==> src/rtl/sr_flop_bank.sv <==
// Bank of WIDTH clocked SR flip-flops with configurable S=R=1 resolution,
// per-bit edge pulses and a sticky/saturating conflict monitor.
module sr_flop_bank #(
    parameter int                 WIDTH         = 8,
    parameter int                 CONFLICT_MODE = 0,
    parameter logic [WIDTH-1:0]   RESET_VAL     = {WIDTH{1'b0}},
    parameter int                 CNT_W         = 8
) (
    input  logic               clk,
    input  logic               rst_n,
    input  logic               en,
    input  logic               sclr,
    input  logic [WIDTH-1:0]   s,
    input  logic [WIDTH-1:0]   r,
    input  logic               err_clr,
    output logic [WIDTH-1:0]   q,
    output logic [WIDTH-1:0]   qb,
    output logic [WIDTH-1:0]   rise,
    output logic [WIDTH-1:0]   fall,
    output logic               conflict_seen,
    output logic [CNT_W-1:0]   conflict_cnt
);

    // Out-of-range modes collapse to hold so S=R=1 always has a defined result.
    localparam int MODE = (CONFLICT_MODE >= 0 && CONFLICT_MODE <= 3) ? CONFLICT_MODE : 0;
    localparam logic [CNT_W-1:0] CNT_MAX = {CNT_W{1'b1}};

    logic [WIDTH-1:0] q_q, q_d;
    logic [WIDTH-1:0] rise_q, fall_q;
    logic             seen_q, seen_d;
    logic [CNT_W-1:0] cnt_q, cnt_d;
    logic             conflictEvent;

    always_comb begin
        q_d = q_q;
        if (sclr) begin
            q_d = RESET_VAL;
        end else if (en) begin
            for (int i = 0; i < WIDTH; i++) begin
                case ({s[i], r[i]})
                    2'b01:   q_d[i] = 1'b0;
                    2'b10:   q_d[i] = 1'b1;
                    2'b11: begin
                        case (MODE)
                            1:       q_d[i] = 1'b1;
                            2:       q_d[i] = 1'b0;
                            3:       q_d[i] = ~q_q[i];
                            default: q_d[i] = q_q[i];
                        endcase
                    end
                    default: q_d[i] = q_q[i];
                endcase
            end
        end
    end

    // A conflict cycle counts once no matter how many bits collide; a
    // simultaneous err_clr loses to the new event.
    assign conflictEvent = en & ~sclr & (|(s & r));

    always_comb begin
        seen_d = seen_q;
        cnt_d  = cnt_q;
        if (conflictEvent) begin
            seen_d = 1'b1;
            if (err_clr) begin
                cnt_d = CNT_W'(1);
            end else if (cnt_q != CNT_MAX) begin
                cnt_d = cnt_q + CNT_W'(1);
            end
        end else if (err_clr) begin
            seen_d = 1'b0;
            cnt_d  = '0;
        end
    end

    always_ff @(posedge clk or negedge rst_n) begin
        if (!rst_n) begin
            q_q    <= RESET_VAL;
            rise_q <= '0;
            fall_q <= '0;
            seen_q <= 1'b0;
            cnt_q  <= '0;
        end else begin
            q_q    <= q_d;
            rise_q <= q_d & ~q_q;
            fall_q <= ~q_d & q_q;
            seen_q <= seen_d;
            cnt_q  <= cnt_d;
        end
    end

    assign q             = q_q;
    assign qb            = ~q_q;
    assign rise          = rise_q;
    assign fall          = fall_q;
    assign conflict_seen = seen_q;
    assign conflict_cnt  = cnt_q;

endmodule

==> config.mk <==
export PLATFORM = sky130hd
export DESIGN_NAME = sr_flop_bank
export DESIGN_NICKNAME = d
export VERILOG_FILES = /design/src/rtl/sr_flop_bank.sv
export SDC_FILE = /design/constraint.sdc
export NUM_CORES = 1
export LEC_CHECK = 0
export CAP_MARGIN = 5
export CORE_UTILIZATION = 45
export CTS_BUF_LIST = sky130_fd_sc_hd__clkbuf_8
export DETAILED_ROUTE_END_ITERATION = 6
export PLACE_DENSITY = 0.86
export SYNTH_ARGS = -nofsm -noshare
export SYNTH_HDL_FRONTEND = slang
export SYNTH_SLANG_ARGS = --single-unit
==> constraint.sdc <==
create_clock -name clk -period 2.25 [get_ports clk]
set_input_delay 0.225 -clock clk [delete_from_list [all_inputs] [get_ports clk]]
set_output_delay 0.225 -clock clk [all_outputs]
set_load 0.1 [all_outputs]
==> impl_results.md, run 1 <==
* Run status: finished, final reports clean
* Cell chain of the critical path: ha_1 -> nand4_1 -> nor2_1 -> nor4_1 -> mux2_1
* Switching share of total power at 34.62%
* Final period utilization at between 80% and 90%
* Number of instances resized during post-cts repair at 0
* Library cell with the highest instance count after synthesis: sky130_fd_sc_hd__nor2_1
* Share of post-route cells with drive strength above 1 at around a quarter
* Synth Cell Area at about 1700 sq um
* Top cells by area, synth: sky130_fd_sc_hd__dfrtp_1 49%, sky130_fd_sc_hd__ha_1 13%, sky130_fd_sc_hd__nor2_1 7.6%
* Comb pwr share at between 20 and 30%
* Utilization after layout at between 60% and 70%
* Total global routing overflow at 0
* Cts bufs inserted at 5
* Drt pass-1 iters at 4
* Number of vias in the routed layout at about 1,400
* RSZ-0062 raised after global routing: no
* DRC Markers at 0
* Mean area per synthesized cell at slightly below 10 sq um
* CTS clk-pin slew, worst paths at roughly 0.070 ns
* Relative slew slack at about three fifths
* All-Layer GR Usage at 20.51%
* Post-layout nets at between 200 and 300
* Critical Path RT at roughly 2.4 ns
* Path category of the worst min-delay check: in -> async
* Sort of element at the start of the critical path: flop
* Number of buffer and inverter instances along the worst setup path at 0
* Crit path arrival time at 2.13 ns
* Number of global-route vias before repair at between 1,000 and 1,500
* Hold Violations, Final at 0
* Synth Instances at ~170
* Share of the synthesized area in the top cell type at between 40% and 50%
* Pin count of the biggest net entering global routing at 34
* Maximum single-stage delay on the critical path at between 0.5 and 0.6 ns
* Slowest cell on the critical path: sky130_fd_sc_hd__nor2_1
* CTS tree: built
* CTS root buffer: sky130_fd_sc_hd__clkbuf_8
* Max cap viols at 0
* Power density cells at ~610 nW/um^2
* Portion of the post-synthesis area used by sequential elements at roughly 49%
* Clock period minus final worst setup slack at roughly 2.0 ns
* Global-route wire length before repair at 6341 um
* Routed wire length per instance at about 12 um
* Part of the total power dissipated in the clock network at a little under a third
* Net switching power of the design at 0.4921 mW
* Post-synthesis net count at about 210
* Relative area change from synthesis to final layout at 39.04%
* FMAX at just over 0.5 GHz
* Die height at roughly 63 um
* Count of buffers from port buffering at just over 60
* Synth area leader: sky130_fd_sc_hd__dfrtp_1
* Count of different cell masters after synthesis at 27
* I/O pin count at 62
* Dominant synthesized flop cell: sky130_fd_sc_hd__dfrtp_1
* Die Area at between 4000 and 5000 sq um
* Standard-cell rows at 21
* Type of destination of the critical path: flop
* Worst-case vdd ir drop at about 0.28 mV
* Number of antenna repair diodes at 0
* Number of antenna violations at the first check in global routing at 0
* Effective utilization at floorplan at approximately 49%
* Total setup violations reported at the end of the flow at 0
* Measured slew at the worst slew-check pin at slightly above 0.6 ns
* Setup bufs post-CTS at 0
* Internal cell power at between 0.9 and 1 mW
* Top post-synthesis cells by count: 34 x sky130_fd_sc_hd__nor2_1, 33 x sky130_fd_sc_hd__dfrtp_1, 20 x sky130_fd_sc_hd__inv_1
* Number of sinks driven by the clock tree at 33
* Routed Antenna Nets at 0
* Final weighted congestion in routability-driven placement at 0.8302
* Gate family responsible for the most delay along the worst path: simple AND/OR/NAND/NOR gates
* Count of flip-flops with a built-in enable after synthesis at 0
* Cts-stage hold buffer count at 0
* Synthesis-stage register bit count at 33
* Area of the core at approximately 3500 sq um
* Detail-routed via count per cell at approximately 5.0
* PnR worst setup slack at around 0.29 ns
* Final-layout worst hold slack at 0.3470 ns
* Worst-case setup slack after placement at about 0.12 ns
* Yosys Warn Count at 0
* Biggest fanout along the worst timing path at 11
* Final HPWL DP at 2649 um
* Number of buffers on the longest clock path at 2
* Kind of critical path: reg -> reg
* Worst clock skew at roughly 0.0033 ns
* Total Negative Setup Slacks at 0 ns
* LEAKAGE at about 1.2 nW
* Number of violations reported at the end of detailed-routing iteration 0 at 82
* Die span in x at 63.27 um
* CTS HTree Levels at 2
* Count of final max-slew check failures at 0
* Proportion of register bits with asynchronous set or reset after synthesis at 100.0%
* Share of power burned in registers at 44.1%
* Clock Latency Late Sink at 0.28 ns
* Total routed wirelength at about 3500 um
[cells by family (layout without fill, tap and decap cells)]
logic type,count (synthesis),count (layout),share of synthesized area (%)
simple gates,68,68,19.85
flops,33,33,48.89
buf+inv,27,95,6.592
fa+ha+maj,17,17,12.59
compound gates,17,17,6.667
mux,9,9,5.408
[power by group through the flow]
| stage | Sequential (mW) | Clock [mW] | Combinational (mW) |
|---|---|---|---|
| 2_1_floorplan | 0.771 | 0 | 0.118 |
| 6_report | 0.627 | 0.430 | 0.365 |
| 4_1_cts | 0.627 | 0.446 | 0.368 |
| 3_5_place_dp | 0.638 | 0 | 0.367 |
| 5_1_grt | 0.629 | 0.478 | 0.392 |
| 3_3_place_gp | 0.637 | 0 | 0.362 |
[cells in the final DEF, fill, tap and decap left out]
| cell type | n |
|---|---|
| sky130_fd_sc_hd__nand2_1 | 3 |
| sky130_fd_sc_hd__clkinvlp_4 | 1 |
| sky130_fd_sc_hd__a21oi_1 | 5 |
| sky130_fd_sc_hd__o211ai_1 | 1 |
| sky130_fd_sc_hd__nor4_1 | 3 |
| sky130_fd_sc_hd__o311ai_1 | 1 |
| sky130_fd_sc_hd__nor3_1 | 8 |
| sky130_fd_sc_hd__buf_4 | 46 |
| sky130_fd_sc_hd__or3b_1 | 1 |
| sky130_fd_sc_hd__clkbuf_8 | 5 |
| sky130_fd_sc_hd__o31ai_1 | 3 |
| sky130_fd_sc_hd__a211o_1 | 1 |
| sky130_fd_sc_hd__nor2_1 | 34 |
| sky130_fd_sc_hd__or2b_1 | 8 |
| sky130_fd_sc_hd__nand3_1 | 4 |
| sky130_fd_sc_hd__nor2b_1 | 1 |
| sky130_fd_sc_hd__dfrtp_1 | 31 |
| sky130_fd_sc_hd__mux2_1 | 1 |
| sky130_fd_sc_hd__o21a_1 | 1 |
| sky130_fd_sc_hd__nand4_1 | 2 |
| sky130_fd_sc_hd__ha_1 | 17 |
| sky130_fd_sc_hd__or4_1 | 4 |
| sky130_fd_sc_hd__o41ai_1 | 2 |
| sky130_fd_sc_hd__mux2i_1 | 8 |
| sky130_fd_sc_hd__dfrtp_2 | 2 |
| sky130_fd_sc_hd__inv_2 | 1 |
| sky130_fd_sc_hd__o21ai_0 | 3 |
| sky130_fd_sc_hd__clkdlybuf4s50_1 | 20 |
| sky130_fd_sc_hd__clkinv_2 | 2 |
| sky130_fd_sc_hd__inv_1 | 20 |
[per-stage QoR]
| step | cells | total power, mW | cell area, sq um |
|---|---|---|---|
| final | 285 | 1.421 | 2349 |
| after global routing | 285 | 1.499 | 2349 |
| after CTS | 285 | 1.441 | 2349 |
| after detailed placement | 277 | 1.005 | 2262 |
| after global placement | 277 | 0.9996 | 2262 |
| after floorplan | 171 | 0.8883 | 1692 |
[layout make-up]
cell class | instances | area, sq um
repair buffers | 66 | 545.5
fillers | 300 | 1120
clock buffers | 5 | 68.82
clock inverters | 3 | 17.52
inverters | 21 | 78.83
multi-input cells | 111 | 752.0
well taps | 46 | 57.56
flip-flops and latches | 33 | 828.3
[final timing paths]
| path | from | endpoint | slack, ns | cells past startpoint |
|---|---|---|---|---|
| min in group clk | q[7] | rise[7] | 0.48 | 1 |
| min | rst_n | conflict_cnt[7] | 0.35 | 2 |
| max | conflict_cnt[0] | conflict_cnt[5] | 0.29 | 5 |
| min reg2reg | q[7] | rise[7] | 0.48 | 1 |
| max reg2reg | conflict_cnt[0] | conflict_cnt[5] | 0.29 | 5 |
| max in group asynchronous | rst_n | conflict_cnt[1] | 1.59 | 2 |
[worst register-to-register path, cell delays in order (launching register included)]
cell,delay [ns]
sky130_fd_sc_hd__dfrtp_2,0.44
sky130_fd_sc_hd__ha_1,0.23
sky130_fd_sc_hd__nand4_1,0.19
sky130_fd_sc_hd__nor2_1,0.54
sky130_fd_sc_hd__nor4_1,0.12
sky130_fd_sc_hd__mux2_1,0.33
[registers in the layout (all words and copies together), names as in the netlist]
name,cells
conflict_seen,1
conflict_cnt,8
fall,8
q,8
rise,8
[layer usage]
layer | part of all wire (%) | vias to the layer above | wire length [um] | GRT usage [%]
li1 | - | 703 | - | -
met1 | 46 | 665 | 1607 | 25.18
met2 | 46 | 44 | 1610 | 33.60
met3 | 6.9 | 7 | 244 | 5.797
met4 | 1.7 | 0 | 60 | 8.807
met5 | 0 | - | 0 | 0
Power figures use the tool's default switching activity.
==> run 2: changes to the inputs <==
- PLACE_DENSITY: 0.86 -> 0.8
==> impl_results.md, run 2 (synthesis gave the netlist of run 1 again) <==
* Share of post-route cells with drive strength above 1 at 23.43% (-0.42 points)
* Type of destination of the critical path: flop
* Detail-routed via count per cell at 4.986 (+0.14%)
* Final HPWL DP at 2546 um (-3.9%)
* Die height at 63.27 um (unchanged)
* Biggest fanout along the worst timing path at 11 (unchanged)
* Relative slew slack at 59.73% (+0.38 points)
* DRC Markers at 0 (unchanged)
* LEAKAGE at 1.222 nW (+0.43%)
* Routed wire length per instance at 11.99 um (-3.0%)
* Measured slew at the worst slew-check pin at 0.6018 ns (-0.005699 ns)
* I/O pin count at 62 (unchanged)
* GRT met2 Usage at 27.42% (-6.2 points)
* Commonest cells after routing, fill and taps aside: 46 x sky130_fd_sc_hd__buf_4, 34 x sky130_fd_sc_hd__nor2_1, 31 x sky130_fd_sc_hd__dfrtp_1
* Clock period minus final worst setup slack at 1.920 ns (-0.04311 ns)
* Drt pass-1 iters at 4 (unchanged)
* Total routed wirelength at 3418 um (-3.0%)
* FMAX at 0.5208 GHz (+2.2%)
* Global Route met3 Usage at 7.971% (+2.2 points)
* Cts-stage hold buffer count at 0 (unchanged)
* Worst-case setup slack after placement at 0.07720 ns (-0.04357 ns)
* Clock Latency Late Sink at 0.28 ns (about the same)
* Number of instances resized during post-cts repair at 0 (unchanged)
* Most crowded layer after global routing: met2
* Count of buffers from port buffering at 61 (unchanged)
* Met1 routing resource usage after global routing at 25.00% (-0.18 points)
* Path category of the worst min-delay check: in -> async
* RSZ-0062 raised after global routing: no
* Area of the core at 3468 sq um (unchanged)
* Cts bufs inserted at 5 (unchanged)
* Total Negative Setup Slacks at 0 ns (unchanged)
* Global-route wire length before repair at 5823 um (-8.2%)
* Total setup violations reported at the end of the flow at 0 (unchanged)
* CTS tree: built
* Max cap viols at 0 (unchanged)
* Die span in x at 63.27 um (unchanged)
* Post-layout nets at 276 (unchanged)
* Utilization after layout at 67.60% (-0.11 points)
* Number of global-route vias before repair at 1,292 (-8.8%)
* Kind of critical path: reg -> reg
* Sequential standard cell area at 828.3 sq um (unchanged)
* Die Area at 4002 sq um (unchanged)
* Number of vias in the routed layout at 1,421 (+0.14%)
* Relative area change from synthesis to final layout at 38.81%
* Number of antenna repair diodes at 0 (unchanged)
* Power density cells at 601.1 nW/um^2 (-0.68%)
* CTS root buffer: sky130_fd_sc_hd__clkbuf_8
* Routed Antenna Nets at 0 (unchanged)
* Crit path arrival time at 2.09 ns (-0.04 ns)
* Number of antenna violations at the first check in global routing at 0 (unchanged)
* Standard-cell rows at 21 (unchanged)
* CTS HTree Levels at 2 (unchanged)
* Effective utilization at floorplan at 48.70% (unchanged)
* Filler Cell Count at 296 (-1.3%)
* Most common library cell in the layout ignoring fill and taps: sky130_fd_sc_hd__buf_4
* Final period utilization at 85.34% (-1.9 points)
* Pin count of the biggest net entering global routing at 34 (unchanged)
* Final weighted congestion in routability-driven placement at 0.8233 (-0.83%)
* Number of violations reported at the end of detailed-routing iteration 0 at 122 (+49%)
* Worst-case vdd ir drop at 0.3729 mV (+34%)
* Number of sinks driven by the clock tree at 33 (unchanged)
* Area occupied by multi-input gates at 752.0 sq um (unchanged)
* Hold Violations, Final at 0 (unchanged)
* Run status: finished, final reports clean
* Count of final max-slew check failures at 0 (unchanged)
* Critical Path RT at 2.42 ns (about the same)
* PnR worst setup slack at 0.3298 ns (+0.04311 ns)
* Worst clock skew at 0.007861 ns (+0.004584 ns)
* CTS clk-pin slew, worst paths at 0.07 ns (about the same)
* Number of buffers on the longest clock path at 2 (unchanged)
* Setup bufs post-CTS at 0 (unchanged)
* Total global routing overflow at 0 (unchanged)
* Sort of element at the start of the critical path: flop
* All-Layer GR Usage at 18.88% (-1.6 points)
==> run 2: changes by cell type in the layout (fill, tap and decap cells not counted) <==
cell	change
sky130_fd_sc_hd__clkinvlp_4	-1
sky130_fd_sc_hd__inv_1	+1
==> run 2: report_power, final <==
| group | leakage [nW] | switching [mW] | internal (mW) | total [mW] |
|---|---|---|---|---|
| Clock | 0.0491 | 0.209 | 0.210 | 0.418 |
| Sequential | 0.451 | 0.0151 | 0.612 | 0.627 |
| Combinational | 0.722 | 0.260 | 0.104 | 0.364 |
==> run 2: stage by stage <==
stage                     instance area (sq um)  total power, mW  instances  hold WS, ns
after floorplan                            1692           0.8883        171     -0.07059
after global placement                     2262            1.001        277       0.4911
after detailed placement                   2262            1.004        277       0.4788
after CTS                                  2345            1.425        285       0.3562
after global routing                       2345            1.489        285       0.3965
final                                      2345            1.410        285       0.3478
==> run 2: area by class of cell <==
cell class                 count  share of cell area (%)
multi-input combinational    111                   32.07
sequential                    33                   35.33
clock inverter                 3                  0.5870
clock buffer                   5                   2.935
inverter                      21                   3.362
tap                           46                   2.455
timing repair buffer          66                   23.27
==> run 2: worst paths after layout <==
path	start	end	slack, ns	depth (start not counted)
min reg2reg	q[1]	rise[1]	0.49	1
max	conflict_cnt[0]	conflict_cnt[5]	0.33	5
min in group clk	q[1]	rise[1]	0.49	1
min	rst_n	conflict_seen	0.35	2
max reg2reg	conflict_cnt[0]	conflict_cnt[5]	0.33	5
max in group asynchronous	rst_n	conflict_cnt[0]	1.58	2
==> run 2: critical path, cell delays in order (launching register included) <==
cell,delay (ns)
sky130_fd_sc_hd__dfrtp_2,0.44
sky130_fd_sc_hd__ha_1,0.21
sky130_fd_sc_hd__nand4_1,0.18
sky130_fd_sc_hd__nor2_1,0.53
sky130_fd_sc_hd__nor4_1,0.12
sky130_fd_sc_hd__mux2_1,0.32
==> run 2: routing by layer <==
layer | share of wire [%] | vias to the layer above
li1 | - | 707
met1 | 46 | 658
met2 | 44 | 52
met3 | 8.7 | 4
met4 | 1.3 | 0
met5 | 0 | -
==> run 3: changes to the inputs <==
- CELL_PAD_IN_SITES_DETAIL_PLACEMENT: not set -> 0
- CELL_PAD_IN_SITES_GLOBAL_PLACEMENT: not set -> 1
- CORE_UTILIZATION: 45 -> 34
- PLACE_DENSITY: 0.8 -> 0.81
==> impl_results.md, run 3 (synthesis gave the netlist of run 1 again) <==
* Number of violations reported at the end of detailed-routing iteration 0 at 81 (-34%)
* Die span in x at 72.49 um (+15%)
* FMAX at 0.5126 GHz (-1.6%)
* Maximum single-stage delay on the critical path at 0.52 ns (about the same)
* Path category of the worst min-delay check: in -> async
* Final weighted congestion in routability-driven placement at 0.7481 (-9.1%)
* Worst-case vdd ir drop at 0.3033 mV (-19%)
* Share of power burned in registers at 42.2% (-2.3 points)
* Final HPWL DP at 2822 um (+11%)
* Number of buffers on the longest clock path at 2 (unchanged)
* Power density cells at 621.0 nW/um^2 (+3.3%)
* Type of destination of the critical path: flop
* Part of the total power dissipated in the clock network at 33.3% (+3.6 points)
* CTS tree: built
* I/O pin count at 62 (unchanged)
* Number of antenna violations at the first check in global routing at 0 (unchanged)
* Detail-routed via count per cell at 4.641 (-6.9%)
* Setup bufs post-CTS at 0 (unchanged)
* PnR worst setup slack at 0.2993 ns (-0.03046 ns)
* Count of final max-slew check failures at 0 (unchanged)
* Global-route wire length before repair at 5961 um (+2.4%)
* Effective utilization at floorplan at 35.53% (-13 points)
* Die height at 72.49 um (+15%)
* Routed wire length per instance at 11.97 um (-0.19%)
* Max cap viols at 0 (unchanged)
* CTS clk-pin slew, worst paths at 0.07 ns (about the same)
* Post-layout nets at 276 (unchanged)
* Area occupied by multi-input gates at 752.0 sq um (unchanged)
* Number of instances resized during post-cts repair at 0 (unchanged)
* Number of antenna repair diodes at 0 (unchanged)
* Number of buffer and inverter instances along the worst setup path at 0 (unchanged)
* Cts bufs inserted at 5 (unchanged)
* Worst clock skew at 0.006473 ns (-0.001388 ns)
* Kind of critical path: reg -> reg
* Commonest cells after routing, fill and taps aside: 46 x sky130_fd_sc_hd__buf_4, 34 x sky130_fd_sc_hd__nor2_1, 31 x sky130_fd_sc_hd__dfrtp_1
* Cell chain of the critical path: ha_1 -> nand4_1 -> nor2_1 -> nor4_1 -> mux2_1
* Relative slew slack at 60.71% (+0.97 points)
* Hold Violations, Final at 0 (unchanged)
* Cts-stage hold buffer count at 0 (unchanged)
* CTS HTree Levels at 2 (unchanged)
* Filler Cell Count at 480 (+62%)
* Tot Pwr at 1.484 mW (+5.3%)
* Worst-case setup slack after placement at 0.06556 ns (-0.01164 ns)
* Internal cell power at 0.9920 mW (+7.2%)
* Total setup violations reported at the end of the flow at 0 (unchanged)
* Critical Path RT at 2.42 ns (about the same)
* Biggest fanout along the worst timing path at 11 (unchanged)
* Number of vias in the routed layout at 1,420 (-0.070%)
* Area of the core at 4755 sq um (+37%)
* Pin count of the biggest net entering global routing at 25 (-26%)
* Die Area at 5254 sq um (+31%)
* Total Negative Setup Slacks at 0 ns (unchanged)
* Routed Antenna Nets at 0 (unchanged)
* Total routed wirelength at 3663 um (+7.2%)
* Switching share of total power at 33.15% (-1.2 points)
* Sort of element at the start of the critical path: flop
* LEAKAGE at 1.228 nW (+0.45%)
* Clock period minus final worst setup slack at 1.951 ns (+0.03046 ns)
* Number of global-route vias before repair at 1,294 (+0.15%)
* Number of sinks driven by the clock tree at 33 (unchanged)
* Relative area change from synthesis to final layout at 41.48%
* Standard-cell rows at 25 (+19%)
* CTS root buffer: sky130_fd_sc_hd__clkbuf_8
* Final period utilization at 86.70% (+1.4 points)
* DRC Markers at 0 (unchanged)
* Run status: finished, final reports clean
* Measured slew at the worst slew-check pin at 0.5872 ns (-0.01455 ns)
* Share of post-route cells with drive strength above 1 at 23.85% (+0.42 points)
* Count of buffers from port buffering at 61 (unchanged)
* Slowest cell on the critical path: sky130_fd_sc_hd__nor2_1
* All-Layer GR Usage at 15.09% (-3.8 points)
* Sequential standard cell area at 828.3 sq um (unchanged)
* Most common library cell in the layout ignoring fill and taps: sky130_fd_sc_hd__buf_4
* Comb pwr share at 24.5% (-1.3 points)
* Drt pass-1 iters at 4 (unchanged)
* Clock Latency Late Sink at 0.28 ns (about the same)
* Total global routing overflow at 0 (unchanged)
* Gate family responsible for the most delay along the worst path: simple AND/OR/NAND/NOR gates
* Crit path arrival time at 2.12 ns (+0.03 ns)
* Net switching power of the design at 0.4920 mW (+1.7%)
* RSZ-0062 raised after global routing: no
run 3: through the flow:
| stage | utilization (%) | hold WS [ns] | instances | instance area (sq um) |
|---|---|---|---|---|
| after detailed placement | 48.13 | 0.4807 | 298 | 2288 |
| final | 50.26 | 0.2486 | 306 | 2390 |
| after global placement | 48.13 | 0.4857 | 298 | 2288 |
| after floorplan | - | -0.07059 | 171 | 1692 |
| after CTS | 50.26 | 0.2604 | 306 | 2390 |
| after global routing | 50.26 | 0.2744 | 306 | 2390 |
run 3: worst paths after layout:
path	start	cells after the start	end	slack, ns
worst min register to register	q[2]	1	rise[2]	0.49
worst max-delay path	conflict_cnt[0]	5	conflict_cnt[5]	0.30
max in group asynchronous	rst_n	2	q[7]	1.44
worst max register to register	conflict_cnt[0]	5	conflict_cnt[5]	0.30
min in group clk	q[2]	1	rise[2]	0.49
worst min-delay path	rst_n	1	conflict_seen	0.25
run 3: area by class of cell:
class,instances,share of cell area (%)
well taps,67,3.508
multi-input cells,111,31.47
inverters,21,3.298
flip-flops and latches,33,34.66
clock inverters,1,0.2094
clock buffers,7,4.031
repair buffers,66,22.83
run 3: power groups by stage:
stage	registers [mW]	clock network, mW	logic (mW)
finish	0.627	0.494	0.363
global placement	0.638	0	0.366
CTS	0.627	0.513	0.369
detailed placement	0.638	0	0.368
global route	0.629	0.540	0.389
floorplan	0.771	0	0.118
run 3: layer usage:
metal / track usage (%) / up-vias / wire length (um)
met4: 6.972 / 0 / 57
met2: 22.22 / 58 / 1613
met1: 18.70 / 656 / 1607
li1: - / 701 / -
met5: 0 / - / 0
met3: 7.083 / 5 / 384
run 3: worst reg2reg max path, cell delays in order (launching register included):
cell                      delay [ns]
sky130_fd_sc_hd__dfrtp_2        0.44
sky130_fd_sc_hd__ha_1           0.23
sky130_fd_sc_hd__nand4_1        0.18
sky130_fd_sc_hd__nor2_1         0.52
sky130_fd_sc_hd__nor4_1         0.13
sky130_fd_sc_hd__mux2_1         0.34
